File: src/rtl/brightness_chunk_scheduler.sv
// brightness_chunk_scheduler
//
// Sequences a brightness-filter job over a matrix_size x matrix_size image
// held in single-port synchronous RAM. The image is processed in chunks of
// chunk_size pixels. For each chunk the block reads the pixels, loads them
// lane by lane into the systolic brightness array, fires the array, waits
// for it to finish, then writes the lane results to the output region at
// wr_base.
//
// Ports:
//   clk, rst          rising-edge clock, asynchronous active-low reset
//   start             job request, honoured only when idle
//   cfg_offset/mode   brightness offset and direction, latched on start
//   mem_rd_*          RAM read port (data returns one cycle after mem_rd_en)
//   arr_offset/mode   latched configuration, held for the whole job
//   arr_load*         lane load strobe, lane index and lane pixel
//   arr_go            one-cycle compute pulse
//   arr_done          array result ready (level or pulse)
//   arr_res_idx/data  result lane select and combinational lane result
//   mem_wr_*          RAM write port
//   busy, done        job in progress / one-cycle job-complete pulse
//   chunk_idx         index of the chunk currently being processed
//
// Strobe protocol: every strobe (mem_rd_en, arr_load, arr_go, mem_wr_en)
// is a single-cycle command with no back-pressure; the only flow control is
// arr_done, which is sampled in WAIT and releases the write-back. Reads and
// writes never share a cycle.
module brightness_chunk_scheduler #(
    parameter int addr_width  = 8,
    parameter int data_width  = 8,
    parameter int chunk_size  = 4,
    parameter int matrix_size = 8,
    parameter int wr_base     = 128
) (
    input  logic                  clk,
    input  logic                  rst,
    input  logic                  start,
    input  logic [data_width-1:0] cfg_offset,
    input  logic                  cfg_mode,
    output logic                  mem_rd_en,
    output logic [addr_width-1:0] mem_rd_addr,
    input  logic [data_width-1:0] mem_rd_data,
    output logic [data_width-1:0] arr_offset,
    output logic                  arr_mode,
    output logic                  arr_load,
    output logic [((chunk_size > 1) ? $clog2(chunk_size) : 1)-1:0] arr_load_idx,
    output logic [data_width-1:0] arr_load_data,
    output logic                  arr_go,
    input  logic                  arr_done,
    output logic [((chunk_size > 1) ? $clog2(chunk_size) : 1)-1:0] arr_res_idx,
    input  logic [data_width-1:0] arr_res_data,
    output logic                  mem_wr_en,
    output logic [addr_width-1:0] mem_wr_addr,
    output logic [data_width-1:0] mem_wr_data,
    output logic                  busy,
    output logic                  done,
    output logic [addr_width-1:0] chunk_idx
);

    localparam int lane_w = (chunk_size > 1) ? $clog2(chunk_size) : 1;
    localparam int pixels = matrix_size * matrix_size;

    generate
        if (chunk_size < 1 || (chunk_size & (chunk_size - 1)) != 0) begin : g_bad_chunk
            $error("chunk_size must be a power of two and at least 1");
        end
        if ((pixels % chunk_size) != 0 || longint'(pixels) > (64'd1 << addr_width)) begin : g_bad_size
            $error("image must split into whole chunks and fit the address space");
        end
    endgenerate

    typedef enum logic [2:0] {
        S_IDLE,
        S_READ,
        S_LOAD_TAIL,
        S_FIRE,
        S_WAIT,
        S_WRITE,
        S_NEXT,
        S_DONE
    } state_t;

    state_t                  state_q, state_d;
    logic [addr_width-1:0]   base_q, base_d;
    logic [lane_w-1:0]       k_q, k_d;
    logic [addr_width-1:0]   chunk_q, chunk_d;
    logic [data_width-1:0]   offset_q, offset_d;
    logic                    mode_q, mode_d;

    logic                    k_last;
    logic                    image_last;

    assign k_last = (k_q == lane_w'(chunk_size - 1));
    // Widened by one bit so an image filling the whole address space ends cleanly.
    assign image_last = (({1'b0, base_q} + (addr_width + 1)'(chunk_size)) ==
                         (addr_width + 1)'(pixels));

    always_ff @(posedge clk or negedge rst) begin
        if (!rst) begin
            state_q  <= S_IDLE;
            base_q   <= '0;
            k_q      <= '0;
            chunk_q  <= '0;
            offset_q <= '0;
            mode_q   <= 1'b0;
        end else begin
            state_q  <= state_d;
            base_q   <= base_d;
            k_q      <= k_d;
            chunk_q  <= chunk_d;
            offset_q <= offset_d;
            mode_q   <= mode_d;
        end
    end

    always_comb begin
        state_d       = state_q;
        base_d        = base_q;
        k_d           = k_q;
        chunk_d       = chunk_q;
        offset_d      = offset_q;
        mode_d        = mode_q;
        mem_rd_en     = 1'b0;
        mem_rd_addr   = '0;
        arr_load      = 1'b0;
        arr_load_idx  = '0;
        arr_load_data = '0;
        arr_go        = 1'b0;
        arr_res_idx   = '0;
        mem_wr_en     = 1'b0;
        mem_wr_addr   = '0;
        mem_wr_data   = '0;
        busy          = 1'b0;
        done          = 1'b0;

        case (state_q)
            S_IDLE: begin
                if (start) begin
                    offset_d = cfg_offset;
                    mode_d   = cfg_mode;
                    base_d   = '0;
                    chunk_d  = '0;
                    k_d      = '0;
                    state_d  = S_READ;
                end
            end
            S_READ: begin
                busy        = 1'b1;
                mem_rd_en   = 1'b1;
                mem_rd_addr = base_q + addr_width'(k_q);
                // Read data lags the strobe by one cycle, so lane k-1 is
                // loaded while lane k is being read. The RAM output is
                // already registered, so it is forwarded as-is.
                if (k_q != '0) begin
                    arr_load      = 1'b1;
                    arr_load_idx  = k_q - lane_w'(1);
                    arr_load_data = mem_rd_data;
                end
                if (k_last) begin
                    state_d = S_LOAD_TAIL;
                end else begin
                    k_d = k_q + lane_w'(1);
                end
            end
            S_LOAD_TAIL: begin
                // k still holds the last lane from the final read.
                busy          = 1'b1;
                arr_load      = 1'b1;
                arr_load_idx  = k_q;
                arr_load_data = mem_rd_data;
                state_d       = S_FIRE;
            end
            S_FIRE: begin
                busy    = 1'b1;
                arr_go  = 1'b1;
                state_d = S_WAIT;
            end
            S_WAIT: begin
                busy = 1'b1;
                if (arr_done) begin
                    k_d     = '0;
                    state_d = S_WRITE;
                end
            end
            S_WRITE: begin
                busy        = 1'b1;
                arr_res_idx = k_q;
                mem_wr_en   = 1'b1;
                mem_wr_addr = addr_width'(wr_base) + base_q + addr_width'(k_q);
                mem_wr_data = arr_res_data;
                if (k_last) begin
                    state_d = S_NEXT;
                end else begin
                    k_d = k_q + lane_w'(1);
                end
            end
            S_NEXT: begin
                busy = 1'b1;
                if (image_last) begin
                    state_d = S_DONE;
                end else begin
                    base_d  = base_q + addr_width'(chunk_size);
                    chunk_d = chunk_q + addr_width'(1);
                    k_d     = '0;
                    state_d = S_READ;
                end
            end
            S_DONE: begin
                done    = 1'b1;
                state_d = S_IDLE;
            end
            default: begin
                state_d = S_IDLE;
            end
        endcase
    end

    assign arr_offset = offset_q;
    assign arr_mode   = mode_q;
    assign chunk_idx  = chunk_q;

endmodule

File: config.mk
export PLATFORM = sky130hd
export DESIGN_NAME = brightness_chunk_scheduler
export DESIGN_NICKNAME = d
export VERILOG_FILES = /design/src/rtl/brightness_chunk_scheduler.sv
export SDC_FILE = /design/constraint.sdc
export NUM_CORES = 1
export LEC_CHECK = 0
export BUFFER_PORTS_ARGS = -buffer_cell sky130_fd_sc_hd__buf_2
export CAP_MARGIN = 0
export CORE_AREA = 2 2 69 71
export CTS_CLUSTER_SIZE = 40
export DETAILED_ROUTE_END_ITERATION = 10
export DIE_AREA = 0 0 71 73
export PLACE_DENSITY = 0.73
export SYNTH_ARGS = -nofsm -noshare
export SYNTH_HDL_FRONTEND = slang
export SYNTH_SLANG_ARGS = --single-unit
File: constraint.sdc
create_clock -name clk -period 2.5 [get_ports clk]
set_input_delay 0.625 -clock clk [delete_from_list [all_inputs] [get_ports clk]]
set_output_delay 0.625 -clock clk [all_outputs]
set_load 0.03 [all_outputs]
==> flow_summary.ini <==
[synthesis]
avgSynthCellArea_um2 = 9.53
ys_warn_count = 0
synth-async-reset-ratio_pct = 100
synth_nets = 228
synth_common_cells = dfrtp_1, and3_1, and2_1
synth.distinct_cells = 42
post-synth-top-count-cell = dfrtp_1
synthCells = 192
ys_seq_area_share_pct = 38.3
ys_ff_latch = 28
synth.top_cells.by_area = dfrtp_1, and3_1, mux2_2, and2_1, ha_1
synth_edf_count = 0
syn-cell-area_um2 = 1830
synth_top_area_share_pct = 38.3
yosysTopAreaCell = dfrtp_1
yosys_most_used_dff = dfrtp_1

[critical_path]
reg2reg_setup_slack_ns = 0.40
worst_path_largest_cell_delay_ns = 0.50
crit_path_end_kind = output port
cp_data_required_time_ns = 1.88
crit_type = reg -> out
worst_ep_arrival_time_ns = 1.69
crit_fanout = 12
reg2reg_from = base_q[2]
crit_chain = nand2b_1 -> buf_4 -> nor2_2 -> and2_1 -> buf_2
critPathLaunchType = flop
ff2ff_path_depth = 6
cp_slowest_cell = dfrtp_1
r2r-end = base_q[4]

[pwr]
ir_worst_vdd_v = 0.000580
leakage_nw = 1.30
intPower_w = 0.00127
pwr-share-comb_pct = 60.2
seq_power_share_pct = 30.3
power.density_nw_per_um2 = 1090
p_clk_share_pct = 9.5
switchingPower_w = 0.00133
swShare_pct = 51.2

[routing]
drt_wl_total_um = 4330
dr.pass1.iters = 4
viasPerCell = 5.25
vias = 1731
ant_nets = 0
drc = 0
drtIter0Drc = 56
wl_per_cell_um = 13.1

[sta]
max_slew.worst_pin.slew_ns = 0.602
rsz0062_at_grt = false
slew_headroom_pct = 59.8
fin_skew_ns = 0.00335
hold_viol_final = 0
period_minus_slack_ns = 2.31
timing.setup.tns_ns = 0
slew_viol_final = 0
period_share_pct = 92.4
setup_viol = 0
fmax_mhz = 433

[clock_tree]
cts_sinks = 28
cts_tree = built
cts_buffers = 3
cts_max_path_buffers = 2
hold_buffers = 0
clkLatencyLatePin_ns = 0.28
h-tree-depth = 1
cts.clk_slew.worst_paths_ns = 0.09
cts-root-buf = clkbuf_8

[final_layout]
drive_above_1_share_pct = 43.8
diodes = 0
fin_cells = 330
syn_to_final_growth_pct = 30.1
nNetsFinal = 314

[floorplanning]
boundaryPins = 88
num_rows = 25
fp.dieW_um = 71
core-area_um2 = 4540
die_y_um = 73
start_util_pct = 40.3
die-area_um2 = 5180

[global_route]
grt-ovfl-total = 0
grt_pass1_wl_um = 6840
grtUsageTotal_pct = 16.4
grt_pass1_vias = 1474
antenna_found_initial = 0
grt_max_degree = 29

[place]
dp.cells = 327
port_buffers = 87
dp_hpwl_um = 3290
gp_congestion = 0.785

[outcome]
status = complete, no violations

[job]
maxCapViolations = 0

[hold_path]
hp-class = in -> async
## worst max path at each step
| stage | from | endpoint | slack [ns] |
|---|---|---|---|
| final | state_q[1] | mem_rd_addr[5] | 0.19 |
| after global routing | k_q[1] | arr_load_data[6] | 0.02 |
| after CTS | state_q[1] | arr_load_data[2] | 0.06 |
| after detailed placement | state_q[1] | arr_load_data[2] | 0.28 |
| after global placement | k_q[0] | arr_load_data[7] | 0.36 |
| after floorplan | state_q[1] | arr_load_data[0] | 0.03 |
## through the flow
stage	total power (W)	hold slack, ns	area, µm²	util (%)	worst slack [ns]
final	0.00260	0.341	2380	52.5	0.189
after global routing	0.00279	0.394	2380	52.5	0.0189
after CTS	0.00261	0.369	2370	52.2	0.0623
after detailed placement	0.00235	0.491	2320	51.2	0.280
after global placement	0.00233	0.488	2320	51.2	0.356
after floorplan	0.00191	0.329	1830	-	0.0341
## layout by cell type (no fill, tap or decap), drive strengths merged
| cell | n |
|---|---|
| nor4 | 1 |
| o211ai | 3 |
| o22ai | 4 |
| a21o | 2 |
| a22o | 1 |
| nand2b | 5 |
| a22oi | 3 |
| mux2i | 3 |
| o2bb2ai | 3 |
| nand3 | 8 |
| ha | 7 |
| nand4 | 1 |
| xnor2 | 3 |
| inv | 6 |
| and3b | 1 |
| nand2 | 9 |
| o21ai | 8 |
| a221o | 1 |
| xor2 | 2 |
| and3 | 22 |
| nor3 | 7 |
| dfrtp | 28 |
| mux2 | 10 |
| nor2b | 4 |
| a21oi | 4 |
| clkbuf | 3 |
| and2 | 16 |
| buf | 92 |
| nor2 | 13 |
| o22a | 2 |
| nand3b | 1 |
| a32o | 3 |
## cell families after synthesis
| logic type | count (synthesis) | share of synthesized area [%] |
|---|---|---|
| AND/OR/NAND/NOR | 88 | 27.9 |
| AO/OA/AOI/OAI | 34 | 13.7 |
| flip-flops | 28 | 38.3 |
| buffers and inverters | 17 | 4.04 |
| multiplexers | 13 | 8.00 |
| adder cells (fa/ha/maj) | 7 | 4.79 |
| XOR/XNOR | 5 | 3.22 |
## registers in the layout, indices dropped and copies added (netlist names)
| signal | count |
|---|---|
| chunk_idx | 8 |
| arr_offset | 8 |
| state_q | 3 |
| k_q | 2 |
| base_q | 6 |
| arr_mode | 1 |
## power groups by stage
stage	registers (W)	logic, W	clock network (W)
6_report	0.000790	0.00157	0.000247
5_1_grt	0.000822	0.00171	0.000265
4_1_cts	0.000782	0.00157	0.000255
3_5_place_dp	0.000784	0.00157	0
3_3_place_gp	0.000780	0.00155	0
2_1_floorplan	0.000917	0.000992	0
## layout make-up
class	count	area, µm²
Inverter	6	22.5
Sequential cell	28	703
Timing Repair Buffer	92	473
Tap cell	54	67.6
Multi-Input combinational cell	147	1070
Fill cell	434	2160
Clock buffer	3	41.3
## critical path, delay by kind of cell (launching register included)
family	cells	cell delay [ns]
DFF	1	0.50
buffers and inverters	2	0.35
and+or+nand+nor	3	0.55
## routing by layer
layer	vias to the layer above	global-route usage, %	wire length (µm)
met3	5	1.93	298
met4	0	7.76	64
met2	67	27.6	2110
li1	864	-	-
met1	795	21.2	1850
met5	-	0	0
## repair_timing
action	in CTS	in global routing
setup buffers	0	0
cloned	0	0
setup endpoints to repair	8	16
resized for setup	1	5
No activity file was read; power rests on OpenSTA's default activity.
